[src/rtl/wb_arbiter_2x1.sv]
// Two-master, one-slave round-robin arbiter for the pipelined Wishbone bus.
// A master owns the slave port for a whole CYC; requests to the slave are
// capped at MAX_OUTSTANDING accepted-but-unacknowledged transfers.
module wb_arbiter_2x1 #(
    parameter int ADDR_WIDTH      = 32,
    parameter int DATA_WIDTH      = 32,
    parameter int MAX_OUTSTANDING = 8
) (
    input  logic                    CLK,
    input  logic                    RST,

    input  logic                    m0_CYC_I,
    input  logic                    m0_STB_I,
    input  logic                    m0_WE_I,
    input  logic [ADDR_WIDTH-1:0]   m0_ADR_I,
    input  logic [DATA_WIDTH/8-1:0] m0_SEL_I,
    input  logic [DATA_WIDTH-1:0]   m0_DAT_I,
    output logic                    m0_STALL_O,
    output logic                    m0_ACK_O,
    output logic [DATA_WIDTH-1:0]   m0_DAT_O,

    input  logic                    m1_CYC_I,
    input  logic                    m1_STB_I,
    input  logic                    m1_WE_I,
    input  logic [ADDR_WIDTH-1:0]   m1_ADR_I,
    input  logic [DATA_WIDTH/8-1:0] m1_SEL_I,
    input  logic [DATA_WIDTH-1:0]   m1_DAT_I,
    output logic                    m1_STALL_O,
    output logic                    m1_ACK_O,
    output logic [DATA_WIDTH-1:0]   m1_DAT_O,

    output logic                    s_CYC_O,
    output logic                    s_STB_O,
    output logic                    s_WE_O,
    output logic [ADDR_WIDTH-1:0]   s_ADR_O,
    output logic [DATA_WIDTH/8-1:0] s_SEL_O,
    output logic [DATA_WIDTH-1:0]   s_DAT_O,
    input  logic                    s_STALL_I,
    input  logic                    s_ACK_I,
    input  logic [DATA_WIDTH-1:0]   s_DAT_I,

    output logic [1:0]              grant_o
);

    localparam int CW = $clog2(MAX_OUTSTANDING + 1);

    typedef enum logic [1:0] {
        IDLE = 2'd0,
        OWN0 = 2'd1,
        OWN1 = 2'd2
    } state_t;

    state_t          state;
    logic            last_owner;
    logic [CW-1:0]   outstanding;

    logic            own0;
    logic            own1;
    logic            o_cyc;
    logic            o_stb;
    logic            full;
    logic            accept;
    logic            ack_ok;

    // Owner-side mux and slave-side pass-through, gated by the current owner
    always_comb begin
        own0   = (state == OWN0);
        own1   = (state == OWN1);
        full   = (outstanding == CW'(MAX_OUTSTANDING));

        o_cyc  = (own0 & m0_CYC_I) | (own1 & m1_CYC_I);
        o_stb  = (own0 & m0_STB_I) | (own1 & m1_STB_I);

        s_CYC_O = o_cyc;
        s_STB_O = o_cyc & o_stb & ~full;
        s_WE_O  = 1'b0;
        s_ADR_O = '0;
        s_SEL_O = '0;
        s_DAT_O = '0;
        if (own0) begin
            s_WE_O  = m0_WE_I;
            s_ADR_O = m0_ADR_I;
            s_SEL_O = m0_SEL_I;
            s_DAT_O = m0_DAT_I;
        end else if (own1) begin
            s_WE_O  = m1_WE_I;
            s_ADR_O = m1_ADR_I;
            s_SEL_O = m1_SEL_I;
            s_DAT_O = m1_DAT_I;
        end

        accept = s_STB_O & ~s_STALL_I;
        // An ACK with nothing outstanding belongs to an abandoned cycle
        ack_ok = s_ACK_I & o_cyc & (outstanding != '0);

        m0_STALL_O = own0 ? (s_STALL_I | full) : 1'b1;
        m0_ACK_O   = own0 & ack_ok;
        m0_DAT_O   = own0 ? s_DAT_I : '0;
        m1_STALL_O = own1 ? (s_STALL_I | full) : 1'b1;
        m1_ACK_O   = own1 & ack_ok;
        m1_DAT_O   = own1 ? s_DAT_I : '0;

        grant_o = {own1, own0};
    end

    // Ownership FSM, round-robin memory and outstanding-request counter
    always_ff @(posedge CLK or posedge RST) begin
        if (RST) begin
            state       <= IDLE;
            last_owner  <= 1'b1;
            outstanding <= '0;
        end else begin
            case (state)
                IDLE: begin
                    outstanding <= '0;
                    if (m0_CYC_I && m1_CYC_I)
                        state <= last_owner ? OWN0 : OWN1;
                    else if (m0_CYC_I)
                        state <= OWN0;
                    else if (m1_CYC_I)
                        state <= OWN1;
                end
                OWN0, OWN1: begin
                    if (o_cyc) begin
                        if (accept && !ack_ok)
                            outstanding <= outstanding + CW'(1);
                        else if (!accept && ack_ok)
                            outstanding <= outstanding - CW'(1);
                    end else begin
                        outstanding <= '0;
                        last_owner  <= own1;
                        if (own0)
                            state <= m1_CYC_I ? OWN1 : IDLE;
                        else
                            state <= m0_CYC_I ? OWN0 : IDLE;
                    end
                end
                default: state <= IDLE;
            endcase
        end
    end

endmodule
[config.mk]
export PLATFORM = sky130hd
export DESIGN_NAME = wb_arbiter_2x1
export DESIGN_NICKNAME = d
export VERILOG_FILES = /design/src/rtl/wb_arbiter_2x1.sv
export SDC_FILE = /design/constraint.sdc
export NUM_CORES = 1
export LEC_CHECK = 0
export CORE_AREA = 2 2 125 127
export CTS_BUF_LIST = sky130_fd_sc_hd__clkbuf_16
export CTS_CLUSTER_SIZE = 20
export DETAILED_ROUTE_END_ITERATION = 8
export DIE_AREA = 0 0 127 129
export GPL_TIMING_DRIVEN = 0
export PLACE_DENSITY_LB_ADDON = 0.12
export SLEW_MARGIN = 40
export SYNTH_ARGS = -nofsm -noshare
export SYNTH_HDL_FRONTEND = slang
export SYNTH_SLANG_ARGS = --single-unit
export TNS_END_PERCENT = 50
[constraint.sdc]
create_clock -name CLK -period 3 [get_ports CLK]
set_input_delay 0.75 -clock CLK [delete_from_list [all_inputs] [get_ports CLK]]
set_output_delay 0.75 -clock CLK [all_outputs]
set_load 0.01 [all_outputs]
==> metrics.txt, run 1 <==
top layer reached by signal wires met4; Core Region 15000 sq um; sequential element share of the synthesized area 0.100; Worst EP required 2250 ps; critical path class flip-flop to primary output; CP Capture Point m1_ACK_O; Post-synth EDFFs 0; Slew @ Worst Pin 409 ps; worst path buffer plus inverter count 3; M1 wire length 4380 um; fin crit share 0.982; Post-synth ARST share 1.00; Congestion Overflow GR 0; RR Startpoint outstanding[2]; largest net degree at the start of global routing 11; TritonCTS Buffers 3; Hold Path Stages 2; MaxCap Viol Count 0; CP endpoint kind primary output; Hold Fails Final Rpt 0; NumNets Final 754; global-route wire length before repair 17600 um; cell area after synthesis 1760 sq um; CTS sink cnt 7; CTS Root Cell clkbuf_16; die width 127 um; Setup Skew 0.520 ps; most frequent cells in the layout clkdlybuf4s50_1 (287), a22o_1 (68), and2_1 (66); crit-path max FO 10; die height 129 um; Vias 3088; Final setup viols 0; crit path cell chain buf_4 > ha_4 > buf_2 > a22oi_1 > nor2_1 > and2_1 > clkdlybuf4s50_1; buffers added on ports 318; Initial Util 0.117; Slew HR 0.720; clock slew at reported path FFs 40 ps; Syn Nets 421; RSZ-0062 raised after global routing true; worst reg2reg path depth 9; WL met2 6450 um; Worst path slowest cell clkdlybuf4s50_1; Worst VDD drop 0.244 mV; Final min period 2950 ps; post-DP HPWL 10600 um; DRT antenna net count 0; Routed met3 length 1380 um; Post-Syn Instances 236; WL/cell 16.3 um; Top-Level Pins 319; Crit. path cell count 7; setup TNS 0 ps; Placer Congestion 0.787; DIE AREA 16400 sq um; Placement Cell Area 5170 sq um; DRT iter0 DRCs 44; max-slew violations 0; all-layer global routing usage 0.135; synthesized area per cell 7.44 sq um; Yosys reg bits 7; most used flip-flop cell after synthesis dfrtp_1; DRC 0; initial antenna violation count 1; Leak 0.00234 uW; Unique masters post-synth 36; drt pass-1 iters 4; f_max 0.339 GHz; H-tree levels 1; crit path DAT 2200 ps; Hold Path Class flip-flop to flip-flop; clk buf depth 2; vias per cell 4.08; Tot Pwr 3460 uW; Row Count 45; WL final 12400 um; most common cell after layout, fill and taps aside clkdlybuf4s50_1; CTS tree done; layout cells sized above 1 0.102; delay-heaviest family, CP buffers and inverters; CP startpoint state[1]; maximum cell stage delay along the critical path 480 ps; pwr dens 634 nW/um^2; outcome completed; Final Cell Area 5450 sq um; Worst R2R Setup Slack 70 ps; critical path launch point type flip-flop; Clk Latency, worst-skew pair 230 ps; Hold Buf Count CTS 0; synth-to-layout area growth 210%; Critical R2R Capture outstanding[3]; vias in the first global route 3311; Synth Warn # 0
## cells by family after synthesis
group,share of synthesized area
and+or+nand+nor,0.312
AOI/OAI and AO/OA,0.423
buffers and inverters,0.0855
adders and majority gates,0.0542
DFF,0.100
xor gates and xnor gates,0.00998
muxes,0.0143
## worst register-to-register path, cell delays in order, from the launching register on
cell     delay [ps]
dfrtp_1         430
o41ai_4         490
or2b_1          290
ha_1            300
a21o_1          160
a21o_1          180
or2_0           210
mux2_4          260
or4_1           460
nand3_1          90
## routing by layer
layer	vias to the layer above	global-route usage
met5	-	0
met4	0	0.0259
met3	10	0.0478
met2	188	0.264
met1	1371	0.139
li1	1519	-
## sequential cells by signal, indices dropped and copies added (netlist names)
signal and count:
outstanding 4, last_owner 1, state 2
## synth_stat cells, drive strengths merged, types with 2 or more instances
cell | instances | area (sq um)
nor2 | 3 | 11.3
a21oi | 3 | 18.8
o21ai | 6 | 33.8
a22o | 68 | 596
o22ai | 2 | 12.5
dfrtp | 6 | 150
nand2 | 12 | 45.0
inv | 11 | 41.3
buf | 10 | 48.8
a22oi | 2 | 15.0
ha | 6 | 75.1
clkbuf | 16 | 60.1
and2 | 66 | 413
nand3 | 5 | 25.0
a21o | 3 | 22.5
## stage by stage
stage,util,hold slack [ps],instances,setup WS [ps]
after floorplan,-,464,236,87.5
after global placement,0.345,497,742,-621
after detailed placement,0.345,511,742,-661
after CTS,0.356,516,749,-227
after global routing,0.364,565,757,-57.0
final,0.364,525,757,53.8
## power breakdown
| part | internal (uW) | switching [uW] |
|---|---|---|
| sequential | 120 | 22.3 |
| combinational | 1770 | 1330 |
| clock | 173 | 48.2 |
## cell type report
cell class,count,area (sq um)
diodes,1,2.50
plain buffers,25,195
clock buffers,3,75.1
clock inverters,1,3.75
fillers,1536,9530
inverters,11,41.3
multi-input cells,192,1480
flip-flops and latches,7,179
well taps,188,235
repair buffers,329,3240
## how the worst min path moves through the flow
stage | startpoint | slack, ps | end
after floorplan | last_owner | 460 | last_owner
after global routing | last_owner | 570 | last_owner
after CTS | last_owner | 520 | last_owner
final | last_owner | 520 | last_owner
after global placement | last_owner | 500 | last_owner
after detailed placement | last_owner | 510 | last_owner
## timing repair
item,in CTS,in global routing
setup endpoints to repair,134,115
setup buffers,3,8
gates resized for setup,63,35
pin swaps,3,10
Note: power is estimated with default switching activity, not from simulation.
==> run 2: changes to the inputs <==
--- a/config.mk
+++ b/config.mk
@@ -6,7 +6,6 @@
 export NUM_CORES = 1
 export LEC_CHECK = 0
 export CORE_AREA = 2 2 125 127
-export CTS_BUF_LIST = sky130_fd_sc_hd__clkbuf_16
 export CTS_CLUSTER_SIZE = 20
 export DETAILED_ROUTE_END_ITERATION = 8
 export DIE_AREA = 0 0 127 129
==> metrics.txt, run 2 (same netlist as run 1, synthesis figures left out) <==
global-route wire length before repair 17600 um; DRC 0; Clk Latency, worst-skew pair 230 ps; crit-path max FO 10; Initial Util 0.117; f_max 0.339 GHz; fin crit share 0.982; vias per cell 4.08; WL/cell 16.3 um; Setup Skew 1.08 ps; vias in the first global route 3311; post-DP HPWL 10600 um; Placer Congestion 0.787; CTS sink cnt 7; most common cell after layout, fill and taps aside clkdlybuf4s50_1; clk buf depth 2; critical path launch point type flip-flop; TritonCTS Buffers 3; Core Region 15000 sq um; Row Count 45; Vias 3089; max FFs per register 4; layout cells sized above 1 0.102; outcome completed; MaxCap Viol Count 0; register area 179 sq um; H-tree levels 1; initial antenna violation count 1; max-slew violations 0; all-layer global routing usage 0.135; Worst path slowest cell clkdlybuf4s50_1; Worst VDD drop 0.244 mV; Leak 0.00234 uW; Final min period 2950 ps; Worst EP required 2250 ps; Top-Level Pins 319; critical path class flip-flop to primary output; number of fill cells in the layout 1536; die height 129 um; crit path cell chain buf_4 > ha_4 > buf_2 > a22oi_1 > nor2_1 > and2_1 > clkdlybuf4s50_1; CTS tree done; Congestion Overflow GR 0; clock slew at reported path FFs 40 ps; WL final 12400 um; synth-to-layout area growth 210%; Slew HR 0.720; CTS Root Cell clkbuf_16; CP endpoint kind primary output; maximum cell stage delay along the critical path 480 ps; buffers added on ports 318; Hold Fails Final Rpt 0; DRT antenna net count 0; RSZ-0062 raised after global routing true; DIE AREA 16400 sq um; pwr dens 635 nW/um^2; setup TNS 0 ps; Final setup viols 0; Finished Layout Cells 757; Slew @ Worst Pin 409 ps; DRT iter0 DRCs 44; multi-input logic area 1480 sq um; Hold Path Class flip-flop to flip-flop; drt pass-1 iters 4; placed cells 742; crit path DAT 2200 ps; NumNets Final 754; largest net degree at the start of global routing 11; biggest regs outstanding (4), state (2), last_owner (1); Largest Register outstanding; die width 127 um; most frequent cells in the layout clkdlybuf4s50_1 (287), a22o_1 (68), and2_1 (66)
## run 2: changes by cell type in the layout (fill, tap and decap cells not counted), sizes merged
cell,delta
inv,-1
clkbuf,+1
## run 2: path summary, 6_finish.rpt
kind / from / to / slack (ps) / depth (start not counted)
setup / recovery: state[1] / m1_ACK_O / 50 / 7
hold / removal: last_owner / last_owner / 520 / 2
setup reg to reg: outstanding[2] / outstanding[3] / 70 / 9
hold reg to reg: last_owner / last_owner / 520 / 2
max in group asynchronous: RST / last_owner / 1980 / 2
min in group asynchronous: RST / outstanding[3] / 760 / 2
## run 2: cell type report
cell class | count | share of cell area
multi-input cells | 192 | 0.271
flip-flops and latches | 7 | 0.0328
repair buffers | 329 | 0.595
inverters | 11 | 0.00758
plain buffers | 25 | 0.0358
well taps | 188 | 0.0432
clock buffers | 4 | 0.0145
diodes | 1 | 0.000459
## run 2: metal layers
| metal | wire [um] | vias up | track usage |
|---|---|---|---|
| met5 | 0 | - | 0 |
| met1 | 4370 | 1372 | 0.139 |
| met3 | 1380 | 10 | 0.0478 |
| met4 | 164 | 0 | 0.0259 |
| li1 | - | 1519 | - |
| met2 | 6440 | 188 | 0.264 |
## run 2: what timing repair did
item,in CTS,in global routing
cloned,0,0
endpoints found under the setup margin,134,115
hold buffers,0,0
pin swaps,3,10
resized for setup,63,35
buffers inserted,3,8
## run 2: worst max-delay path, delay by kind of cell, from the launching register on
family	cells	cell delay, ps
flops	1	400
compound gates	1	300
simple gates	2	270
fa+ha+maj	1	170
buf+inv	3	820
## run 2: power by group
part	internal (uW)	total, uW	switching (uW)
clock	177	224	47.6
sequential	120	142	22.3
combinational	1770	3090	1330
total	2060	3460	1400
## run 2: per-stage QoR
stage | util | hold slack (ps) | total power [uW] | worst slack (ps) | area (sq um)
after floorplan | - | 464 | 1430 | 87.5 | 1760
after global placement | 0.345 | 497 | 3160 | -621 | 5170
after detailed placement | 0.345 | 511 | 3140 | -661 | 5170
after CTS | 0.356 | 516 | 3420 | -227 | 5330
after global routing | 0.364 | 565 | 3720 | -57.0 | 5450
final | 0.364 | 525 | 3460 | 53.8 | 5450
==> run 3: changes to the inputs <==
--- a/config.mk
+++ b/config.mk
@@ -10,7 +10,9 @@
 export DETAILED_ROUTE_END_ITERATION = 8
 export DIE_AREA = 0 0 127 129
 export GPL_TIMING_DRIVEN = 0
+export HOLD_SLACK_MARGIN = 0.15
 export PLACE_DENSITY_LB_ADDON = 0.12
+export REMOVE_ABC_BUFFERS = 1
 export SLEW_MARGIN = 40
 export SYNTH_ARGS = -nofsm -noshare
 export SYNTH_HDL_FRONTEND = slang
==> metrics.txt, run 3 (same netlist as run 1, synthesis figures left out) <==
post-DP HPWL 11200 um; fin crit share 0.984; pre-CTS WS -780 ps; Initial Util 0.117; RR Startpoint state[0]; Congestion Overflow GR 0; register area 178 sq um; WL/cell 19.2 um; Hold Buf Count CTS 0; Largest Register outstanding; multi-input logic area 1480 sq um; critical path class flip-flop to flip-flop; CTS sink cnt 7; die width 127 um; global-route wire length before repair 19200 um; WL final 14400 um; Setup Skew 2.02 ps; outcome completed; largest net degree at the start of global routing 51; biggest regs outstanding (4), state (2), last_owner (1); pwr dens 670 nW/um^2; Tot Pwr 3750 uW; Worst VDD drop 0.267 mV; Final min period 2950 ps; critical path launch point type flip-flop; DRT iter0 DRCs 113; die height 129 um; CTS tree done; f_max 0.339 GHz; DRC 0; NumNets Final 747; synth-to-layout area growth 219%; buffers added on ports 318; Leak 0.00249 uW; RSZ-0062 raised after global routing true; DRT antenna net count 0; CP endpoint kind flip-flop; Core Region 15000 sq um; Placer Congestion 0.776; worst hold start last_owner; Top-Level Pins 319; Core Util, Final 0.374; setup ws final 48.1 ps; clock slew at reported path FFs 40 ps; setup TNS 0 ps; vias in the first global route 3014; Fin Hold WS 494 ps; drt pass-1 iters 4; Slew @ Worst Pin 445 ps; number of fill cells in the layout 1504; Clk Latency, worst-skew pair 230 ps; DIE AREA 16400 sq um; max-slew violations 0; all-layer global routing usage 0.155; Hold Fails Final Rpt 0; max FFs per register 4; CP startpoint state[0]; vias per cell 4.11; Slew HR 0.696; initial antenna violation count 0; MaxCap Viol Count 0; most common cell after layout, fill and taps aside clkdlybuf4s50_1; crit path DAT 3120 ps; layout cells sized above 1 0.0873; H-tree levels 1; Final setup viols 0; CTS Root Cell clkbuf_16; Vias 3084; most frequent cells in the layout clkdlybuf4s50_1 (283), a22o_1 (68), and2_1 (66); clk buf depth 2; TritonCTS Buffers 3; Hold Path Class flip-flop to flip-flop; Row Count 45; Worst EP required 3170 ps; crit-path max FO 4
## run 3: timing repair
item | CTS | global route
endpoints found under the setup margin | 77 | 51
setup buffers | 14 | 6
gates cloned | 0 | 4
resized for setup | 24 | 28
pin swaps | 3 | 3
## run 3: area by class of cell
class | count | share of cell area
clock buffers | 4 | 0.0141
repair buffers | 347 | 0.640
inverters | 11 | 0.00783
well taps | 188 | 0.0420
diodes | 1 | 0.000447
multi-input cells | 192 | 0.264
flip-flops and latches | 7 | 0.0318
## run 3: through the flow
stage | cell area (sq um) | instances
2_1_floorplan | 1650 | 210
3_3_place_gp | 5060 | 716
3_5_place_dp | 5200 | 721
4_1_cts | 5380 | 739
5_1_grt | 5590 | 749
6_report | 5590 | 750
## run 3: worst paths after layout
path                                       end  slack, ps  cells past startpoint
worst max-delay path            outstanding[3]         50                     14
worst min-delay path                last_owner        490                      2
worst max register to register  outstanding[3]         50                     14
worst min register to register      last_owner        490                      2
max in group asynchronous           last_owner       1970                      2
min in group asynchronous             state[1]        760                      2
## run 3: worst max-delay path, stage by stage (launching register included)
cell	delay, ps
dfrtp_2	440
inv_4	80
ha_4	140
buf_6	110
nand2_1	60
nor2_2	130
o21ai_2	80
or2b_1	260
ha_1	280
a21o_1	170
a21o_1	180
or2_0	190
mux2_4	270
or4_4	420
nand3_2	70
## run 3: where the power goes
| part | internal, uW | leakage, uW | switching (uW) |
|---|---|---|---|
| clock | 177 | 0.0000382 | 51.1 |
| sequential | 119 | 0.0000903 | 21.8 |
| combinational | 1920 | 0.00236 | 1450 |
## run 3: routing by layer
metal,global-route usage,wire length [um],share of wire,up-vias
met4,0.0220,125,0.0087,0
li1,-,-,-,1508
met3,0.0640,1600,0.11,9
met2,0.277,7300,0.51,170
met5,0,0,0,-
met1,0.177,5360,0.37,1397
